==> src/rtl/opcode_issue_sequencer.sv <==
// opcode_issue_sequencer
//   Instruction issue front-end. Opcodes from fetch are buffered in a small
//   FIFO and issued one per unstalled cycle on a registered opcode/valid pair.
//   A programmable number of bubble cycles (valid=0) follows every issued
//   BRANCH (1000) or JUMP (1001). Supports a downstream stall and a flush.
//
//   state  | meaning
//   -------+-------------------------------------------
//   IDLE   | FIFO empty, no bubble pending
//   ISSUE  | FIFO non-empty, head is issued next edge
//   BUBBLE | bubble counter > 0, issuing NOPs
//
// Ports
//   clk        system clock, rising edge
//   rst        asynchronous active-high reset
//   in_opcode  opcode offered by fetch
//   in_valid   in_opcode is valid
//   in_ready   push accepted on an edge where in_valid && in_ready
//   stall      downstream hold; freezes issue state (pushes still accepted)
//   flush      discard queued opcodes and pending bubbles
//   opcode     registered opcode to the control unit
//   valid      registered valid to the control unit
//   count      FIFO occupancy
//   busy       FIFO non-empty or bubble in progress
module opcode_issue_sequencer #(
  parameter int DEPTH   = 4,
  parameter int BUBBLES = 2
) (
  input  logic                       clk,
  input  logic                       rst,
  input  logic [3:0]                 in_opcode,
  input  logic                       in_valid,
  output logic                       in_ready,
  input  logic                       stall,
  input  logic                       flush,
  output logic [3:0]                 opcode,
  output logic                       valid,
  output logic [$clog2(DEPTH):0]     count,
  output logic                       busy
);

  localparam int AW = $clog2(DEPTH);
  localparam int CW = AW + 1;

  typedef enum logic [1:0] {
    S_IDLE   = 2'd0,
    S_ISSUE  = 2'd1,
    S_BUBBLE = 2'd2
  } state_t;

  state_t          state_q, state_d;
  logic [2:0]      bub_q, bub_d;
  logic [AW-1:0]   rd_ptr_q, wr_ptr_q;
  logic [CW-1:0]   count_q, count_d;
  logic [3:0]      mem [DEPTH];
  logic [3:0]      opcode_q, opcode_d;
  logic            valid_q, valid_d;
  logic            busy_q, busy_d;
  logic            push, pop;
  logic            fifo_empty;
  logic [3:0]      head;
  logic            head_is_br;
  state_t          post_state;

  assign fifo_empty = (count_q == '0);
  assign head       = mem[rd_ptr_q];
  assign head_is_br = (head[3:1] == 3'b100);

  assign in_ready = (count_q < CW'(DEPTH)) && !flush && !rst;
  assign push     = in_valid && in_ready;
  // Pop is decided from registered state only, so the count can be resolved
  // before the next-state logic that depends on it.
  assign pop      = !flush && !stall && (state_q != S_BUBBLE) && !fifo_empty;

  assign count_d    = flush ? '0 : (count_q + CW'(push) - CW'(pop));
  assign post_state = (count_d != '0) ? S_ISSUE : S_IDLE;

  always_comb begin
    state_d  = state_q;
    bub_d    = bub_q;
    opcode_d = opcode_q;
    valid_d  = valid_q;
    if (flush) begin
      state_d  = S_IDLE;
      bub_d    = '0;
      opcode_d = 4'b0000;
      valid_d  = 1'b0;
    end else if (!stall) begin
      case (state_q)
        S_BUBBLE: begin
          opcode_d = 4'b0000;
          valid_d  = 1'b0;
          bub_d    = bub_q - 3'd1;
          // Last bubble cycle: the following edge may issue again.
          if (bub_q <= 3'd1) state_d = post_state;
        end
        default: begin
          if (!fifo_empty) begin
            opcode_d = head;
            valid_d  = 1'b1;
            if (head_is_br && (BUBBLES > 0)) begin
              bub_d   = 3'(BUBBLES);
              state_d = S_BUBBLE;
            end else begin
              state_d = post_state;
            end
          end else begin
            opcode_d = 4'b0000;
            valid_d  = 1'b0;
            state_d  = post_state;
          end
        end
      endcase
    end
  end

  assign busy_d = (count_d != '0) || (state_d == S_BUBBLE);

  always_ff @(posedge clk or posedge rst) begin
    if (rst) begin
      state_q  <= S_IDLE;
      bub_q    <= '0;
      rd_ptr_q <= '0;
      wr_ptr_q <= '0;
      count_q  <= '0;
      opcode_q <= 4'b0000;
      valid_q  <= 1'b0;
      busy_q   <= 1'b0;
    end else begin
      state_q  <= state_d;
      bub_q    <= bub_d;
      count_q  <= count_d;
      opcode_q <= opcode_d;
      valid_q  <= valid_d;
      busy_q   <= busy_d;
      if (flush) begin
        rd_ptr_q <= '0;
        wr_ptr_q <= '0;
      end else begin
        if (push) wr_ptr_q <= wr_ptr_q + AW'(1);
        if (pop)  rd_ptr_q <= rd_ptr_q + AW'(1);
      end
    end
  end

  // Storage needs no reset; occupancy and pointers define what is valid.
  always_ff @(posedge clk) begin
    if (push) mem[wr_ptr_q] <= in_opcode;
  end

  assign opcode = opcode_q;
  assign valid  = valid_q;
  assign count  = count_q;
  assign busy   = busy_q;

endmodule

==> config.mk <==
export PLATFORM = sky130hd
export DESIGN_NAME = opcode_issue_sequencer
export DESIGN_NICKNAME = d
export VERILOG_FILES = /design/src/rtl/opcode_issue_sequencer.sv
export SDC_FILE = /design/constraint.sdc
export NUM_CORES = 1
export LEC_CHECK = 0
export CAP_MARGIN = 40
export CELL_PAD_IN_SITES_DETAIL_PLACEMENT = 1
export CELL_PAD_IN_SITES_GLOBAL_PLACEMENT = 1
export CORE_MARGIN = 5
export CORE_UTILIZATION = 30
export CTS_CLUSTER_DIAMETER = 30
export CTS_CLUSTER_SIZE = 8
export DETAILED_ROUTE_END_ITERATION = 10
export PLACE_DENSITY_LB_ADDON = 0.1
export REMOVE_ABC_BUFFERS = 1
export SLEW_MARGIN = 20
export SYNTH_ARGS = -nofsm -noshare
export SYNTH_HDL_FRONTEND = slang
export SYNTH_SLANG_ARGS = --single-unit
==> constraint.sdc <==
create_clock -name clk -period 3 [get_ports clk]
set_clock_uncertainty 0.15 [all_clocks]
set_input_delay 0.3 -clock clk [delete_from_list [all_inputs] [get_ports clk]]
set_output_delay 0.3 -clock clk [all_outputs]
set_load 0.05 [all_outputs]
==> impl_metrics.json <==
{
  "status": "completed",
  "first_pass_iters": 4,
  "die-area_sq_um": 6940,
  "grt_pass1_wl_mm": 6.22,
  "synthMuxAreaShare_pct": 5.59,
  "synth_edf_count": 16,
  "num_vias": 1115,
  "hold_violations": 0,
  "final_common_cell": "buf_4",
  "grt_antenna_before_repair": 0,
  "clockPowerShare_pct": 24.3,
  "synth_compound_area_share_pct": 9.70,
  "ys_seq_elements": 34,
  "clkSinkCount": 34,
  "async_reset_ff_share_pct": 52.9,
  "powerDensity_nw_per_um2": 781,
  "fillers": 543,
  "area_growth_pct": 35.2,
  "clockBufferDepth": 2,
  "worst_pin_slew_ns": 0.734,
  "synth_warnings": 0,
  "rsz0062_at_grt": "yes",
  "p_sw_share_pct": 34.8,
  "wl_per_cell_um": 16.1,
  "synth_fa_ha_area_share_pct": 7.45,
  "power_frac_comb_pct": 39.6,
  "portBuffers": 18,
  "n_antenna_cell": 0,
  "stdcell_count": 234,
  "yosysSeqAreaShare_pct": 57.8,
  "p_sw_uw": 592,
  "grt_overflow": 0,
  "yosys.area_share.simple_pct": 12.0,
  "intPower_uw": 1110,
  "cp_num_buf_inv": 2,
  "cp_top_family": "simple AND/OR/NAND/NOR gates",
  "max_stage_delay_ns": 0.51,
  "numCtsBuffers": 5,
  "netlist_instances": 125,
  "placed_cells": 219,
  "fmax_mhz": 341,
  "synth_area_per_cell_sq_um": 12.9,
  "pin_count": 19,
  "ir_drop_mv": 0.345,
  "hp-class": "primary input to asynchronous set/reset pin",
  "postCtsHoldBufs": 0,
  "maxCapViolCount": 0,
  "clkLatencyLatePin_ns": 0.28,
  "setup_viol_count_final": 0,
  "critPathArrivalTime_ns": 2.97,
  "die_x_um": 83.3,
  "drt-total-wl_mm": 3.77,
  "maxSlewHeadroom_pct": 51.0,
  "first_iter_violations": 55,
  "period_needed_ns": 2.93,
  "fp.dieH_um": 83.3,
  "coreArea_sq_um": 5170,
  "crit_type": "register to register",
  "drv_slew": 0,
  "crit_fanout": 3,
  "cpMaxStageDelayCell": "or4_1",
  "cp.required_ns": 3.04,
  "initial_core_util_pct": 31.2,
  "track_usage_pct": 11.5,
  "drt.antenna.violating_nets": 0,
  "gp_congestion": 0.746,
  "cts_tree": "done",
  "startpoint_type": "register",
  "root_buffer": "clkbuf_8",
  "drive_above_1_share_pct": 29.3,
  "setup_tns_ns": 0,
  "synth_xor_area_share_pct": 3.03,
  "period_share_pct": 97.8,
  "nNetsFinal": 181,
  "synth_top_family_by_area": "simple AND/OR/NAND/NOR gates",
  "power_uw": 1700,
  "grt_max_degree": 21,
  "vias_per_cell": 4.76,
  "cts.htree.levels": 2,
  "grt_pass1_vias": 1253,
  "seq_power_share_pct": 36.1,
  "dp_hpwl_mm": 2.75,
  "total_leakage_power_uw": 0.000892,
  "rows": 26,
  "cp_cell_sequence": "nor2b_4, nor4_4, ha_4, inv_2, ha_4, inv_2, fa_2, xnor3_1, a31o_1, or4_1, o311ai_1",
  "syn_area_sq_um": 1610,
  "mostFrequentLayoutCells": "buf_4, nor2_1, dfrtp_1, edfxtp_1, clkdlybuf4s50_1",
  "ys_dominant_reg_cell": "dfrtp_1",
  "clkTransAtPathRegs_ns": 0.07,
  "synth.distinct_cells": 39,
  "end_kind": "register",
  "drc_errors": 0
}
[routing by layer]
layer  wire [um]  global-route usage (%)  vias to the layer above
met4          70                    4.46                        0
met3         147                    3.27                        7
met5           0                       0                        -
met1        1670                    13.7                      560
li1            -                       -                      527
met2        1880                    19.6                       21
[cell usage after synthesis, types with 3 or more instances]
cell type,count,area (sq um)
mux4_2,4,90.1
dfrtp_1,18,450
clkbuf_1,3,11.3
nor2_1,17,63.8
ha_1,8,100
a21oi_1,7,35.0
inv_1,11,41.3
a22oi_1,5,37.5
edfxtp_1,16,480
and3_1,4,25.0
[flip-flops by register name, indices dropped and copies added, names as in the netlist]
register / cells
bub_q: 3
busy: 1
count: 3
mem: 16
opcode: 4
rd_ptr_q: 2
state_q: 2
valid: 1
wr_ptr_q: 2
[stage by stage]
step           hold slack [ns]  worst slack [ns]  util, %  cell area [sq um]
5_1_grt                  0.411           -0.0459     42.1               2180
6_report                 0.340            0.0651     42.1               2180
3_5_place_dp             0.360            -0.374     37.7               1950
3_3_place_gp             0.351            -0.272     37.7               1950
2_1_floorplan           0.0886             -1.38        -               1580
4_1_cts                  0.371            0.0252     40.7               2100
[layout make-up]
cell class | instances | area [sq um] | area share (%)
clock buffers | 5 | 68.8 | 3.16
clock inverters | 3 | 40.0 | 1.84
inverters | 11 | 41.3 | 1.89
multi-input cells | 74 | 672 | 30.8
flip-flops and latches | 34 | 932 | 42.8
well taps | 70 | 87.6 | 4.02
repair buffers | 37 | 338 | 15.5
[power groups by stage]
stage / sequential, uW / combinational, uW / clock, uW
after floorplan: 697 / 230 / 0
after global placement: 613 / 615 / 0
after detailed placement: 617 / 625 / 0
after CTS: 611 / 648 / 423
after global routing: 623 / 732 / 454
final: 615 / 675 / 413
[worst register-to-register path: cells and delay by family, from the launching register on]
family	cells	cell delay, ns
flip-flops	1	0.40
AO/OA/AOI/OAI	2	0.32
XOR/XNOR	1	0.21
buffers and inverters	2	0.09
adder cells (fa/ha/maj)	3	0.71
AND/OR/NAND/NOR	3	0.96
[kinds of logic after synthesis]
| logic type | after synthesis |
|---|---|
| XOR/XNOR | 4 |
| buffers and inverters | 17 |
| adder cells (fa/ha/maj) | 9 |
| flip-flops | 34 |
| multiplexers | 4 |
| AND/OR/NAND/NOR | 35 |
| AO/OA/AOI/OAI | 22 |
[what timing repair did]
action / CTS / global route
buffers inserted: 4 / 3
setup endpoints to repair: 1 / 1
gates resized for setup: 3 / 14
endpoints found under the hold margin: 0 / 0
pin swaps: 3 / 8
[path summary, 6_finish.rpt]
check,start,endpoint,slack (ns),depth (start not counted)
max,state_q[1]$_DFF_PP0_,state_q[0]$_DFF_PP0_,0.07,11
min,rst,bub_q[1]$_DFFE_PP0P_,0.34,2
max reg2reg,state_q[1]$_DFF_PP0_,state_q[0]$_DFF_PP0_,0.07,11
min reg2reg,bub_q[1]$_DFFE_PP0P_,bub_q[1]$_DFFE_PP0P_,0.37,1
max in group asynchronous,rst,count[2]$_DFF_PP0_,1.86,2
min in group clk,bub_q[1]$_DFFE_PP0P_,bub_q[1]$_DFFE_PP0P_,0.37,1
No activity file was read; power rests on OpenSTA's default activity.
